===== src/rtl/traffic_sensor_conditioner_if.sv =====
// Raw detector inputs and conditioned demand/stuck outputs of the sensor conditioner.
interface traffic_sensor_conditioner_if;
  logic       ew_str_raw;
  logic       ew_left_raw;
  logic       ns_raw;
  logic       clear_stuck;
  logic       s_s;
  logic       l_s;
  logic       n_s;
  logic [2:0] stuck;

  modport master (
    output ew_str_raw, ew_left_raw, ns_raw, clear_stuck,
    input  s_s, l_s, n_s, stuck
  );

  modport slave (
    input  ew_str_raw, ew_left_raw, ns_raw, clear_stuck,
    output s_s, l_s, n_s, stuck
  );
endinterface


===== src/rtl/traffic_sensor_conditioner.sv =====
// Three independent debounce/hold channels with stuck-detector recall and sticky stuck flags.
module traffic_sensor_conditioner #(
  parameter int unsigned DEB_CYC   = 3,
  parameter int unsigned HOLD_CYC  = 4,
  parameter int unsigned STUCK_CYC = 200
) (
  input  logic                          clk,
  input  logic                          reset,
  traffic_sensor_conditioner_if.slave   sif
);

  typedef enum logic [2:0] {
    OFF   = 3'd0,
    RISE  = 3'd1,
    ON    = 3'd2,
    FALL  = 3'd3,
    STUCK = 3'd4
  } state_t;

  logic [2:0] raw;
  logic [2:0] dem;
  logic [2:0] stuck_set;
  logic [2:0] stuck_q;

  // Bit order: 2 = E-W through, 1 = E-W left, 0 = N-S.
  assign raw       = {sif.ew_str_raw, sif.ew_left_raw, sif.ns_raw};
  assign sif.s_s   = dem[2];
  assign sif.l_s   = dem[1];
  assign sif.n_s   = dem[0];
  assign sif.stuck = stuck_q;

  for (genvar g = 0; g < 3; g++) begin : g_ch
    state_t     state_q, state_d;
    logic [3:0] deb_q, deb_d;
    logic [7:0] run_q, run_d;
    logic       dem_q;
    logic       hit;

    always_comb begin
      state_d = state_q;
      deb_d   = deb_q;
      run_d   = raw[g] ? ((run_q == 8'hFF) ? run_q : run_q + 8'd1) : '0;
      hit     = (run_d == 8'(STUCK_CYC)) && (state_q inside {RISE, ON, FALL});
      case (state_q)
        OFF: begin
          deb_d = '0;
          if (raw[g]) begin
            if (DEB_CYC == 1) state_d = ON;
            else begin
              state_d = RISE;
              deb_d   = 4'd1;
            end
          end
        end
        RISE: begin
          if (!raw[g]) begin
            state_d = OFF;
            deb_d   = '0;
          end else if (deb_q + 4'd1 == 4'(DEB_CYC)) begin
            state_d = ON;
            deb_d   = '0;
          end else begin
            deb_d = deb_q + 4'd1;
          end
        end
        ON, STUCK: begin
          if (!raw[g]) begin
            if (HOLD_CYC == 1) begin
              state_d = OFF;
              deb_d   = '0;
            end else begin
              state_d = FALL;
              deb_d   = 4'd1;
            end
          end
        end
        FALL: begin
          if (raw[g]) begin
            state_d = ON;
            deb_d   = '0;
          end else if (deb_q + 4'd1 == 4'(HOLD_CYC)) begin
            state_d = OFF;
            deb_d   = '0;
          end else begin
            deb_d = deb_q + 4'd1;
          end
        end
        default: begin
          state_d = OFF;
          deb_d   = '0;
        end
      endcase
      // Stuck detection overrides the normal debounce transition on the same edge.
      if (hit) begin
        state_d = STUCK;
        deb_d   = '0;
      end
    end

    always_ff @(posedge clk or negedge reset) begin
      if (!reset) begin
        state_q <= OFF;
        deb_q   <= '0;
        run_q   <= '0;
        dem_q   <= 1'b0;
      end else begin
        state_q <= state_d;
        deb_q   <= deb_d;
        run_q   <= run_d;
        dem_q   <= state_d inside {ON, FALL, STUCK};
      end
    end

    assign dem[g]       = dem_q;
    assign stuck_set[g] = hit;
  end

  always_ff @(posedge clk or negedge reset) begin
    if (!reset) stuck_q <= '0;
    else        stuck_q <= stuck_set | (stuck_q & ~{3{sif.clear_stuck}});
  end

endmodule


===== src/flat_wrapper.sv =====
// flat-port wrapper written by rule: the top's interface ports become plain ports
module traffic_sensor_conditioner_flat 
#(
  parameter int unsigned DEB_CYC   = 3,
  parameter int unsigned HOLD_CYC  = 4,
  parameter int unsigned STUCK_CYC = 200
)
  (clk, reset, sif_ew_str_raw, sif_ew_left_raw, sif_ns_raw, sif_clear_stuck, sif_s_s, sif_l_s, sif_n_s, sif_stuck);
  traffic_sensor_conditioner_if sif_i ();
  input  logic clk;
  input  logic reset;
  input wire logic [$bits(sif_i.ew_str_raw)-1:0] sif_ew_str_raw;
  input wire logic [$bits(sif_i.ew_left_raw)-1:0] sif_ew_left_raw;
  input wire logic [$bits(sif_i.ns_raw)-1:0] sif_ns_raw;
  input wire logic [$bits(sif_i.clear_stuck)-1:0] sif_clear_stuck;
  output wire logic [$bits(sif_i.s_s)-1:0] sif_s_s;
  output wire logic [$bits(sif_i.l_s)-1:0] sif_l_s;
  output wire logic [$bits(sif_i.n_s)-1:0] sif_n_s;
  output wire logic [$bits(sif_i.stuck)-1:0] sif_stuck;
  assign sif_i.ew_str_raw = sif_ew_str_raw;
  assign sif_i.ew_left_raw = sif_ew_left_raw;
  assign sif_i.ns_raw = sif_ns_raw;
  assign sif_i.clear_stuck = sif_clear_stuck;
  assign sif_s_s = sif_i.s_s;
  assign sif_l_s = sif_i.l_s;
  assign sif_n_s = sif_i.n_s;
  assign sif_stuck = sif_i.stuck;
  traffic_sensor_conditioner #(.DEB_CYC(DEB_CYC), .HOLD_CYC(HOLD_CYC), .STUCK_CYC(STUCK_CYC)) u_core (.clk(clk), .reset(reset), .sif(sif_i));
endmodule

===== config.mk =====
export PLATFORM = sky130hd
export DESIGN_NAME = traffic_sensor_conditioner_flat
export DESIGN_NICKNAME = d
export VERILOG_FILES = /design/src/rtl/traffic_sensor_conditioner_if.sv /design/src/rtl/traffic_sensor_conditioner.sv /design/src/flat_wrapper.sv
export SDC_FILE = /design/constraint.sdc
export NUM_CORES = 1
export LEC_CHECK = 0
export CAP_MARGIN = 10
export CORE_ASPECT_RATIO = 0.5
export CORE_UTILIZATION = 40
export DETAILED_ROUTE_END_ITERATION = 6
export GPL_ROUTABILITY_DRIVEN = 0
export PLACE_DENSITY_LB_ADDON = 0.08
export SKIP_LAST_GASP = 1
export SLEW_MARGIN = 20
export SYNTH_ARGS = -nofsm -noshare
export SYNTH_HDL_FRONTEND = slang
export SYNTH_SLANG_ARGS = --single-unit

===== constraint.sdc =====
create_clock -name clk -period 2.4 [get_ports clk]
set_clock_uncertainty 0.1 [all_clocks]
set_input_delay 0.48 -clock clk [delete_from_list [all_inputs] [get_ports clk]]
set_output_delay 0.48 -clock clk [all_outputs]
set_load 0.03 [all_outputs]

---- Yosys cells after proc, flatten, opt, wreduce, memory -nomap -nowiden ----
Index checks and enable logic that the tools add are counted.
cells by class
  add/sub/neg operators ................... 6
  reduce and logical (&&, ||, !) cells .... 15
  shifts and indexed selects .............. 0
  $lt $le $gt $ge ......................... 0
  equal/unequal tests ..................... 36
  div/mod/pow operators ................... 0
  multiplexer cells ....................... 54
  bitwise logic cells ..................... 3
  $mul .................................... 0
operators by type and width
  operator                                               count
  2-to-1 mux 4 bit                                       18
  2-to-1 mux 3 bit                                       21
  equality test 8 bit, second input constant             6
  2-to-1 mux 8 bit                                       6
  one-hot mux 4 bit (4 select lines)                     3
  equality test 3 x 2 -> 1 bit, second input constant    12
  one-hot mux 3 bit (4 select lines)                     3
  adder 8 x 1 -> 8 bit, second input constant            3
  equality test 3 bit, second input constant             6
  nonzero test 3 bit                                     6
  adder 4 x 1 -> 4 bit, second input constant            3
  equality test 4 x 2 -> 1 bit, second input constant    3
  equality test 4 x 3 -> 1 bit, second input constant    3
  equality test 3 x 1 -> 1 bit, second input constant    3
  zero test 3 bit                                        3
  inequality test 3 x 2 -> 1 bit, second input constant  3
  OR reduction 2 bit                                     3
  AND 3 bit                                              1
  logical AND 1 bit                                      3
  2-to-1 mux 1 bit                                       3
  inverter 3 bit                                         1
  bitwise OR 3 bit                                       1
word-level totals
  word-level logic and storage cells ...... 127
  input port bits ......................... 6
  register bits ........................... 51
  bits in writable memories ............... 0
  memories kept ........................... 0
  latch bits .............................. 0
  output and inout port bits .............. 6
  ROM bits ................................ 0

---- Logic depth before layout (Yosys ltp) ----
  depth after elaboration ................. 8
  mapped depth ............................ 9
  gate-level depth less buffers ........... 7

---- Worst setup path before layout ----
OpenSTA, ideal clock, no wires.
  path kind ............................... reg-to-reg
  from .................................... reg u_core.g_ch[2].run_q[0]
  to ...................................... reg u_core.g_ch[2].deb_q[2]
  data required time ...................... 2.172 ns
  stages on the path, launching flop included .. 10
  buffers on the path ..................... 2
  arrival time ............................ 2.011 ns
  period minus slack after synthesis ...... 2.239 ns
  library setup time ...................... 0.128 ns
  path slack .............................. 0.161 ns
  path through ............................ dfrtp_1 ha_1 clkbuf_1 nand2_1 a21oi_1 o21ai_0 a211o_1 or4_1 buf_2 a21boi_1
between the ends
  cells in the longest elaborated chain, start to end .. 6
  elaborated cells on any way between the ends .. 8
  those cells by class .................... 1 x add/sub; 3 x eq/ne; 3 x mux; 1 x reduce/logical
RTL lines
  item                                                                                 RTL line                           text
  from (decl)                                                                          traffic_sensor_conditioner.sv:35   logic [7:0] run_q, run_d;
  from (signal assigned)                                                               traffic_sensor_conditioner.sv:109  run_q <= run_d;
  adder 8 x 1 -> 8 bit or equality test 8 bit (tied branches)                          traffic_sensor_conditioner.sv:42   run_d = raw[g] ? ((run_q == 8'hFF) ? run_q : run_q + 8'd1) : '0;
  2-to-1 mux 8 bit * (2 in a row)                                                      traffic_sensor_conditioner.sv:42
  equality test 8 bit *                                                                traffic_sensor_conditioner.sv:43   hit = (run_d == 8'(STUCK_CYC)) && (state_q inside {RISE, ON, FALL});
  logical AND 1 bit *                                                                  traffic_sensor_conditioner.sv:43
  inequality test 3 x 2 -> 1 bit (no source line) or 2-to-1 mux 4 bit (tied branches)  --
  to (signal assigned)                                                                 traffic_sensor_conditioner.sv:103  deb_q <= '0;
  to (signal assigned)                                                                 traffic_sensor_conditioner.sv:108  deb_q <= deb_d;
  to (decl)                                                                            traffic_sensor_conditioner.sv:34   logic [3:0] deb_q, deb_d;
Mark *: on every way between the ends. The rest lies on a longest branch, timed or not.
A chain may end at the register's enable or synchronous reset.

---- Final worst setup path ----
  from .................................... in sif_ew_str_raw
  to ...................................... reg u_core.g_ch[2].deb_q[2]
between the ends
  cells in the longest elaborated chain, start to end .. 4
  elaborated cells on any way between the ends .. 8
  those cells by class .................... 2 x eq/ne; 5 x mux; 1 x reduce/logical
RTL lines
  item                                                                                 RTL line                          text
  from (decl)                                                                          flat_wrapper.sv:12                input wire logic [$bits(sif_i.ew_str_raw)-1:0] sif_ew_str_raw;
  2-to-1 mux 8 bit                                                                     traffic_sensor_conditioner.sv:42
  equality test 8 bit                                                                  traffic_sensor_conditioner.sv:43
  logical AND 1 bit                                                                    traffic_sensor_conditioner.sv:43
  inequality test 3 x 2 -> 1 bit (no source line) or 2-to-1 mux 4 bit (tied branches)  --
Several ways; a longest one is shown, not always the timed one.

==> results by group <==
Global route
  • Largest net degree at the start of global routing: 52
  • First-pass GRT wire length: 12300 um
  • Vias in the first global route: 2719
  • Initial antenna violation count: 0
  • Total grt overflow: 0
  • Tot GR Track Use: 0.182

STA
  • Fin Setup TNS: 0 ps
  • Final hold vios: 0
  • Final setup viols: 0
  • Fin crit period: 2340 ps
  • RSZ-0062 raised after global routing: no
  • Slew @ Worst Pin: 652 ps
  • Fmax: 0.427 GHz
  • Final Cycle Share: 0.975
  • Count of pins over their slew limit: 0
  • Rel. slew slack: 0.566

Route
  • Vias per inst: 5.64
  • Residual DRC: 0
  • Final WL: 6980 um
  • Initial DRC count: 155
  • Wirelength per Cell: 13.8 um
  • Post-route ant nets: 0
  • DR vias: 2862
  • Drt first pass iters: 4

Setup path
  • Reg2reg setup slack: 190 ps
  • Crit path DAT: 2400 ps
  • Crit path max fanout: 9
  • Critical path type: in2reg
  • Slowest cell on crit path: or4_1
  • Crit path launch type: primary input
  • CP endpoint kind: register
  • Crit path cell chain: clkdlybuf4s50_1 -> inv_1 -> or4_1 -> a211o_1 -> or4_4 -> a21boi_1
  • Slowest stage delay, CP: 510 ps
  • Critical path data required time: 2460 ps
  • R2R depth: 8

Floorplan
  • CORE AREA: 7650 um^2
  • # rows: 22
  • Starting Density: 0.430
  • DIE HEIGHT: 66.1 um
  • Die ar.: 8620 um^2
  • Die W: 130 um
  • IO Pins: 12

Final layout
  • Layout Cells excl Fill: 507
  • Fin nets: 416
  • Fraction of final layout cells sized beyond drive strength 1: 0.113
  • Diodes inserted: 0
  • Area growth syn-to-layout: 14.3%
  • Post-route cell area: 3760 um^2

Logic synthesis
  • Post-Syn Instances: 380
  • #FFs+latches synth: 51
  • Number of synthesis warnings: 0
  • Register area share after synthesis: 0.388
  • Number of flops mapped to enable cells by yosys: 0
  • Area contributors post-synth: dfrtp_1 (39%), nor2_1 (4.4%), ha_1 (4.2%), nand3_1 (3.2%), nand2_1 (3.1%)
  • Ys flop type: dfrtp_1
  • Cell variety after synth: 62
  • Most instantiated cells after synthesis: dfrtp_1 (51), nor2_1 (39), nand2_1 (27)
  • Yosys top cell by area: dfrtp_1
  • Most frequent cell after synthesis: dfrtp_1
  • Async S/R FF share, synth: 1.00
  • Synthesized Nets: 397
  • Post-synth top area share: 0.388
  • Synthesized cell area: 3290 um^2
  • Avg Cell Area, Syn: 8.66 um^2

Clock network
  • Post-cts gate resize count: 1
  • Setup repair bufs after CTS: 0
  • CTS tree: done
  • # hold bufs at CTS: 0
  • Num Clock Sinks: 51
  • H-tree levels: 2
  • Num CTS Buffers: 5
  • Insertion delay to the later sink of the worst-skew pair: 280 ps
  • Worst-path clk slew: 60 ps
  • Max clock buf depth: 2
  • CTS root buf: clkbuf_16

Pwr
  • Leak Pwr: 1.68 nW
  • Worst VDD drop: 308 uV
  • Power density over the cells: 513 nW/um^2
  • Total power: 1.93 mW

Place
  • Post-Place Cell Area: 3610 um^2
  • DP HPWL: 4990 um
  • Cell count after placement: 500
  • Port bufs: 11

Min path
  • Hold Crit Class: in2async

Outcome
  • Status: finished clean

Flow run
  • Number of max-cap violations: 0
[through the flow]
stage	hold slack, ps	worst slack [ps]	utilization
after floorplan	84.4	161	-
after global placement	364	-327	0.472
after detailed placement	372	-344	0.472
after CTS	241	60.4	0.491
after global routing	269	18.8	0.492
final	200	60.1	0.492
[final timing paths]
path | from | end
min | reset | u_core.g_ch[2].run_q[5]
max in group asynchronous | reset | u_core.g_ch[0].run_q[7]
min in group clk | u_core.sif.stuck[0] | u_core.sif.stuck[0]
max | sif_ew_str_raw | u_core.g_ch[2].deb_q[2]
max reg2reg | u_core.g_ch[1].run_q[1] | u_core.g_ch[1].deb_q[0]
min reg2reg | u_core.sif.stuck[0] | u_core.sif.stuck[0]
[registers in the layout, indices dropped and copies added, names as in the netlist]
signal / count
u_core.g_ch.run_q: 24
u_core.g_ch.deb_q: 12
u_core.g_ch.state_q: 9
u_core.sif.stuck: 3
u_core.sif.l_s: 1
u_core.sif.n_s: 1
u_core.sif.s_s: 1
[cell type report]
type                       instances  area (um^2)
fill                             738         3890
multi-input combinational        291         1870
sequential                        51         1280
timing repair buffer              33          270
clock buffer                       6          139
tap                              108          135
inverter                          17         63.8
clock inverter                     1         5.00
[layer usage]
metal | routed length (um) | track usage | share of wire | vias up
met5 | 0 | 0 | 0 | -
li1 | - | - | - | 1422
met3 | 293 | 0.0396 | 0.042 | 5
met1 | 3430 | 0.235 | 0.49 | 1372
met2 | 3210 | 0.310 | 0.46 | 63
met4 | 43 | 0.0422 | 0.0062 | 0
[layout by cell type (no fill, tap or decap), types with 3 or more instances in the layout]
| master | synthesis | final |
|---|---|---|
| dfrtp_1 | 51 | 51 |
| nor2_1 | 39 | 39 |
| nand2_1 | 27 | 27 |
| buf_4 | 0 | 22 |
| nand3_1 | 21 | 21 |
| o21ai_0 | 18 | 18 |
| inv_1 | 17 | 17 |
| a31oi_1 | 15 | 15 |
| a21oi_1 | 15 | 15 |
| ha_1 | 11 | 10 |
| clkdlybuf4s50_1 | 0 | 10 |
| a21boi_0 | 9 | 9 |
| nor3_1 | 9 | 9 |
| and3_1 | 8 | 8 |
| xnor2_1 | 8 | 8 |
| and2_1 | 7 | 7 |
| nand2b_1 | 7 | 7 |
| nor2b_1 | 7 | 7 |
| xor2_1 | 6 | 6 |
| a21o_1 | 6 | 6 |
| nand4_1 | 5 | 5 |
| nand3b_1 | 5 | 5 |
| clkbuf_16 | 0 | 5 |
| o31ai_1 | 4 | 4 |
| or3_1 | 4 | 4 |
| and3b_1 | 4 | 4 |
| o211ai_1 | 3 | 3 |
| a211oi_1 | 3 | 3 |
[logic make-up after synthesis]
kind of cell / share of synthesized area
compound gates: 0.207
xor+xnor: 0.0373
fa+ha+maj: 0.0418
buf+inv: 0.0452
flops: 0.388
mux: 0.00951
simple gates: 0.271
[power by group]
part	internal [mW]	total (mW)	leakage [nW]	switching (mW)
Clock	0.407	0.701	0.0727	0.294
Sequential	0.898	0.963	0.668	0.0653
Combinational	0.121	0.266	0.943	0.144
Total	1.43	1.93	1.68	0.503
[critical path, delay by kind of cell]
family,cells,cell delay [ps]
AND/OR/NAND/NOR,2,990
AO/OA/AOI/OAI,2,400
buffers and inverters,2,530
Note: power is estimated with default switching activity, not from simulation.
